--- src/rtl/pll_lock_sequencer_pkg.sv ---
// State encodings and sizing helpers for the ECP5 PLL lock sequencer.
package pll_seq_pkg;

  localparam int ST_W = 3;

  localparam logic [ST_W-1:0] ST_RST_ASSERT = 3'd0;
  localparam logic [ST_W-1:0] ST_WAIT_LOCK  = 3'd1;
  localparam logic [ST_W-1:0] ST_STABLE     = 3'd2;
  localparam logic [ST_W-1:0] ST_RUN        = 3'd3;
  localparam logic [ST_W-1:0] ST_FAIL       = 3'd4;

  typedef enum logic [ST_W-1:0] {
    S_RST_ASSERT = ST_RST_ASSERT,
    S_WAIT_LOCK  = ST_WAIT_LOCK,
    S_STABLE     = ST_STABLE,
    S_RUN        = ST_RUN,
    S_FAIL       = ST_FAIL
  } state_t;

  function automatic int max3(int a, int b, int c);
    int m;
    m = (a > b) ? a : b;
    return (m > c) ? m : c;
  endfunction

endpackage

--- src/rtl/pll_lock_sequencer_if.sv ---
// Control/status bundle between the PLL sequencer and the board side.
// PLL_LOSS_COUNT_EN adds the loss_cnt status field.
interface pll_lock_sequencer_if;
  import pll_seq_pkg::*;

  logic            restart;
  logic            pll_lock;
  logic            pll_rst;
  logic            sys_rst;
  logic            locked;
  logic            fail;
  logic [ST_W-1:0] state;
  logic [2:0]      retry_cnt;
`ifdef PLL_LOSS_COUNT_EN
  logic [7:0]      loss_cnt;
`endif

  modport master (
    input  restart, pll_lock,
    output pll_rst, sys_rst, locked, fail,
    output state, retry_cnt
`ifdef PLL_LOSS_COUNT_EN
    , output loss_cnt
`endif
  );

  modport slave (
    output restart, pll_lock,
    input  pll_rst, sys_rst, locked, fail,
    input  state, retry_cnt
`ifdef PLL_LOSS_COUNT_EN
    , input loss_cnt
`endif
  );

endinterface

--- src/rtl/pll_lock_sequencer_lock_sync.sv ---
// Two-flop synchronizer bringing PLL LOCK into the reference clock domain.
module lock_sync (
  input  logic clk,
  input  logic rst,
  input  logic d,
  output logic q
);

  logic meta;

  always_ff @(posedge clk or posedge rst) begin
    if (rst) begin
      meta <= 1'b0;
      q    <= 1'b0;
    end else begin
      meta <= d;
      q    <= meta;
    end
  end

endmodule

--- src/rtl/pll_lock_sequencer.sv ---
// PLL reset/lock sequencer holding sys_rst until lock is stable.
// PLL_LOSS_COUNT_EN adds a saturating lock-loss counter.
module pll_lock_sequencer
  import pll_seq_pkg::*;
#(
  parameter int RST_CYCLES    = 16,
  parameter int LOCK_TIMEOUT  = 65535,
  parameter int STABLE_CYCLES = 1024,
  parameter int MAX_RETRIES   = 4
) (
  input logic                 clki,
  input logic                 rst,
  pll_lock_sequencer_if.master bus
);

  localparam int TW =
    $clog2(max3(RST_CYCLES, LOCK_TIMEOUT, STABLE_CYCLES) + 1);

  localparam logic [TW-1:0] T_RST  = TW'(RST_CYCLES - 1);
  localparam logic [TW-1:0] T_LOCK = TW'(LOCK_TIMEOUT - 1);
  localparam logic [TW-1:0] T_STAB = TW'(STABLE_CYCLES - 1);
  localparam logic [2:0]    R_MAX  = 3'(MAX_RETRIES);

  logic          lock_s;
  state_t        st;
  state_t        nxt;
  logic [TW-1:0] timer;
  logic [2:0]    retry;
  logic [2:0]    retry_nxt;
  logic          lost;
  logic          pll_rst_q;
  logic          sys_rst_q;
  logic          locked_q;
  logic          fail_q;

  lock_sync u_sync (
    .clk (clki),
    .rst (rst),
    .d   (bus.pll_lock),
    .q   (lock_s)
  );

  always_comb begin
    nxt       = st;
    retry_nxt = retry;
    lost      = 1'b0;
    if (bus.restart) begin
      nxt       = S_RST_ASSERT;
      retry_nxt = '0;
    end else begin
      case (st)
        S_RST_ASSERT: begin
          if (timer == T_RST) nxt = S_WAIT_LOCK;
        end
        S_WAIT_LOCK: begin
          if (lock_s) begin
            nxt = S_STABLE;
          end else if (timer == T_LOCK) begin
            retry_nxt = (retry == 3'd7) ? retry : retry + 3'd1;
            nxt = (retry_nxt == R_MAX) ? S_FAIL : S_RST_ASSERT;
          end
        end
        S_STABLE: begin
          if (!lock_s) begin
            nxt = S_WAIT_LOCK;
          end else if (timer == T_STAB) begin
            nxt       = S_RUN;
            retry_nxt = '0;
          end
        end
        S_RUN: begin
          if (!lock_s) begin
            nxt  = S_RST_ASSERT;
            lost = 1'b1;
          end
        end
        S_FAIL: nxt = S_FAIL;
        default: nxt = S_RST_ASSERT;
      endcase
    end
  end

  // timer restarts on every entry, including restart into RST_ASSERT
  always_ff @(posedge clki or posedge rst) begin
    if (rst) begin
      st        <= S_RST_ASSERT;
      timer     <= '0;
      retry     <= '0;
      pll_rst_q <= 1'b1;
      sys_rst_q <= 1'b1;
      locked_q  <= 1'b0;
      fail_q    <= 1'b0;
    end else begin
      st    <= nxt;
      retry <= retry_nxt;
      if (nxt != st || bus.restart || st == S_RUN || st == S_FAIL)
        timer <= '0;
      else
        timer <= timer + TW'(1);
      pll_rst_q <= (nxt == S_RST_ASSERT) || (nxt == S_FAIL);
      sys_rst_q <= (nxt != S_RUN);
      locked_q  <= (nxt == S_RUN);
      fail_q    <= (nxt == S_FAIL);
    end
  end

`ifdef PLL_LOSS_COUNT_EN
  logic [7:0] loss_q;

  always_ff @(posedge clki or posedge rst) begin
    if (rst)
      loss_q <= '0;
    else if (lost && loss_q != 8'hff)
      loss_q <= loss_q + 8'd1;
  end

  assign bus.loss_cnt = loss_q;
`else
  logic unused_lost;
  assign unused_lost = lost;
`endif

  assign bus.pll_rst   = pll_rst_q;
  assign bus.sys_rst   = sys_rst_q;
  assign bus.locked    = locked_q;
  assign bus.fail      = fail_q;
  assign bus.state     = st;
  assign bus.retry_cnt = retry;

endmodule

--- src/flat_wrapper.sv ---
// flat-port wrapper written by rule: the top's interface ports become plain ports
module pll_lock_sequencer_flat import pll_seq_pkg::*;
#(
  parameter int RST_CYCLES    = 16,
  parameter int LOCK_TIMEOUT  = 65535,
  parameter int STABLE_CYCLES = 1024,
  parameter int MAX_RETRIES   = 4
)
  (clki, rst, bus_restart, bus_pll_lock, bus_pll_rst, bus_sys_rst, bus_locked, bus_fail, bus_state, bus_retry_cnt);
  pll_lock_sequencer_if bus_i ();
  input logic clki;
  input logic rst;
  input wire logic [$bits(bus_i.restart)-1:0] bus_restart;
  input wire logic [$bits(bus_i.pll_lock)-1:0] bus_pll_lock;
  output wire logic [$bits(bus_i.pll_rst)-1:0] bus_pll_rst;
  output wire logic [$bits(bus_i.sys_rst)-1:0] bus_sys_rst;
  output wire logic [$bits(bus_i.locked)-1:0] bus_locked;
  output wire logic [$bits(bus_i.fail)-1:0] bus_fail;
  output wire logic [$bits(bus_i.state)-1:0] bus_state;
  output wire logic [$bits(bus_i.retry_cnt)-1:0] bus_retry_cnt;
  assign bus_i.restart = bus_restart;
  assign bus_i.pll_lock = bus_pll_lock;
  assign bus_pll_rst = bus_i.pll_rst;
  assign bus_sys_rst = bus_i.sys_rst;
  assign bus_locked = bus_i.locked;
  assign bus_fail = bus_i.fail;
  assign bus_state = bus_i.state;
  assign bus_retry_cnt = bus_i.retry_cnt;
  pll_lock_sequencer #(.RST_CYCLES(RST_CYCLES), .LOCK_TIMEOUT(LOCK_TIMEOUT), .STABLE_CYCLES(STABLE_CYCLES), .MAX_RETRIES(MAX_RETRIES)) u_core (.clki(clki), .rst(rst), .bus(bus_i));
endmodule
--- config.mk ---
export PLATFORM = sky130hd
export DESIGN_NAME = pll_lock_sequencer_flat
export DESIGN_NICKNAME = d
export VERILOG_FILES = /design/src/rtl/pll_lock_sequencer_pkg.sv /design/src/rtl/pll_lock_sequencer_if.sv /design/src/rtl/pll_lock_sequencer_lock_sync.sv /design/src/rtl/pll_lock_sequencer.sv /design/src/flat_wrapper.sv
export SDC_FILE = /design/constraint.sdc
export NUM_CORES = 1
export LEC_CHECK = 0
export CAP_MARGIN = 10
export CORE_ASPECT_RATIO = 0.8
export CORE_MARGIN = 1.5
export CORE_UTILIZATION = 53
export DETAILED_ROUTE_END_ITERATION = 12
export GPL_ROUTABILITY_DRIVEN = 1
export GPL_TIMING_DRIVEN = 0
export PLACE_DENSITY = 0.78
export SLEW_MARGIN = 40
export SYNTH_ARGS = -nofsm -noshare
export SYNTH_HDL_FRONTEND = slang
export SYNTH_SLANG_ARGS = --single-unit
--- constraint.sdc ---
create_clock -name clki -period 3 [get_ports clki]
set_input_delay 0.6 -clock clki [delete_from_list [all_inputs] [get_ports clki]]
set_output_delay 0.6 -clock clki [all_outputs]
set_load 0.02 [all_outputs]
==> metrics <==
DR vias 1,164; Avg WL per Cell 15.27 µm; Clock Power Share a little under two fifths; post-synthesis xor/xnor area fraction around 7.4%; DRC Markers 0; fin crit share between 80% and 90%; Seq pwr share between 50% and 60%; DRT antenna net count 0; overall global routing resource usage 22.20%; Logic pwr share around 4.4%; Net Sw Frac between 20% and 30%; Worst setup SP type flop; commonest non-fill, non-tap cell in the layout dfrtp_1; Worst Skew 0.004442 ns; Post-CTS Setup Bufs 0; clk slew on worst S/H paths 0.14 ns; Post-synth top flop dfrtp_1; TritonCTS clock tree done; Core Region between 2000 and 3000 µm²; Cell Area, Synth 1426 µm²; die height between 40 and 50 µm; Layout area overhead 15.26%; P_int ~0.53 mW; fraction of layout cells with a size suffix above 1 6.832%; Max H-tree Level 1; synthesized area per cell 9.837 µm²; area share of the largest cell type after synthesis 45.61%; drt via density ~5.9; Max-Slew Margin vs Limit 61.44%; PD cells 401.2 nW/µm²; IR drop worst, VDD 0.3872 mV; Tightest Pin Transition 0.5775 ns; pin count of the biggest net entering global routing 29; initial drt markers 54; TritonCTS buffer count 3; top cells by area, synth dfrtp_1 (46%), nor3_1 (4.9%), xnor2_1 (4.3%); most frequent cells in the layout dfrtp_1 (26), nor2_1 (14), nor3_1 (14), clkdlybuf4s50_1 (12), nand3_1 (9); WP data required 3.22 ns; mux cell area share after synthesis 0%; PortBufs 12; EDFF count, synth 0; P_sw roughly 0.13 mW; Synthesis Warnings 0; Max Cap Viol 0; post-synthesis compound-gate area fraction 11.49%; Leak 0.6489 nW; num rows 16; crit path capture type flop; Synth area leader dfrtp_1; clk sinks 28; Synth Register Bits 28; min cycle time layout 2.485 ns; DIE AREA roughly 3000 µm²; WL final 3008 µm; post-synthesis sequential area ratio approximately half; CP max FO 8; final hold vios 0; Worst-Skew Late Latency approximately 0.33 ns; net count after synthesis 152; antenna violations before repair 0; r2r setup slk 0.51 ns; Total Neg Setup Slack 0 ns; n_diodes 0; Die X 61 µm; Synth cell types 34; Root Driver clkbuf_4; Initial Util 57.00%; outcome complete, no violations; Mapped Cells ~150; Post-CTS Resized 0; largest family of logic cells by synthesized area simple AND/OR/NAND/NOR gates; fraction of registers with async set/reset 100.0%; GRT overflow 0; Crit path arrival time approximately 2.7 ns; vias in the first global route roughly 1,100; Post-DP HPWL 2157 µm; fraction of the mapped netlist area in simple logic gates 25.96%; crit path kind flop to flop; final setup vio count 0; DRT Pass-1 Iters 4; RD Place Congestion around 0.85; Hold-fix buffers, CTS 0; fmax 402.4 MHz; Placed Area 1592 µm²; RSZ-0062 raised after global routing false; synthesized-area fraction occupied by adder cells between 2 and 3%; Hold Path Class flop to flop; post-layout power 0.6597 mW; Clock Tree Buf Depth 2; first-pass GRT wire length 4926 µm; I/O pin count 14; max-slew violations 0; final instance area 1644 µm²; final layout net count between 150 and 200
layout make-up:
type / count / area (µm²)
fill: 222 / 858.3
multi-input combinational: 105 / 676.9
timing repair buffer: 12 / 120.1
sequential: 28 / 703.2
inverter: 7 / 26.28
clock inverter: 1 / 30.03
tap: 36 / 45.04
clock buffer: 3 / 22.52
buffer: 5 / 20.02
sequential cells by signal (all words and copies together) (netlist names):
register              count
u_core.bus.retry_cnt      3
u_core.timer             16
u_core.bus.pll_rst        1
u_core.bus.sys_rst        1
u_core.u_sync.meta        1
u_core.bus.locked         1
u_core.bus.state          3
u_core.u_sync.q           1
u_core.bus.fail           1
per-stage QoR:
stage | cells | setup WS, ns | util [%] | hold WS (ns)
after floorplan | 145 | 0.7532 | - | 0.3312
after global placement | 193 | 0.5930 | 63.60 | 0.3338
after detailed placement | 193 | 0.5676 | 63.60 | 0.3403
after CTS | 197 | 0.5334 | 65.70 | 0.3739
after global routing | 197 | 0.3674 | 65.70 | 0.3771
final | 197 | 0.5147 | 65.70 | 0.3687
critical path: stages (launching register included):
cell and delay, ns:
dfrtp_1 0.47, or4_1 0.55, or4_1 0.59, a211o_1 0.39
a21oi_4 0.29, nor3_1 0.09
power by group through the flow:
stage / logic (mW) / clock network, mW / registers (mW)
detailed placement: 0.0293 / 0 / 0.395
finish: 0.0287 / 0.243 / 0.388
global route: 0.0326 / 0.261 / 0.389
global placement: 0.0276 / 0 / 0.394
floorplan: 0.0204 / 0 / 0.393
CTS: 0.0295 / 0.249 / 0.388
routing by layer:
layer / vias to the layer above / wire [µm] / global-route usage, %
li1: 554 / - / -
met1: 568 / 1324 / 30.28
met2: 38 / 1508 / 35.30
met3: 4 / 154 / 5.836
met4: 0 / 21 / 5.072
met5: - / 0 / 0
cells in the mapped netlist (2+ instances only):
library cell / instances
nand2_1: 4
or4_1: 3
dfstp_2: 2
nor3b_1: 2
inv_1: 7
nor4_1: 2
nand2b_1: 4
nand4_1: 6
xor2_1: 5
nor2_1: 14
or3_1: 3
nor3_1: 14
dfrtp_1: 26
o21ai_0: 5
clkbuf_1: 4
a21oi_1: 6
and4_1: 2
nand3_1: 9
ha_1: 3
a211o_1: 2
and3_1: 2
xnor2_1: 7
o211ai_1: 2
path summary, 6_finish.rpt:
path | endpoint | startpoint | cells after the start
setup / recovery | u_core.timer[5] | u_core.timer[11] | 5
hold / removal | u_core.u_sync.q | u_core.u_sync.meta | 0
setup reg to reg | u_core.timer[5] | u_core.timer[11] | 5
hold reg to reg | u_core.u_sync.q | u_core.u_sync.meta | 0
max in group asynchronous | u_core.bus.sys_rst | rst | 2
min in group asynchronous | u_core.u_sync.q | rst | 2
logic make-up after synthesis:
group           Yosys count
xor+xnor                 12
simple gates             68
buf+inv                  12
flops                    28
compound gates           22
fa+ha+maj                 3
No activity file was read; power rests on OpenSTA's default activity.
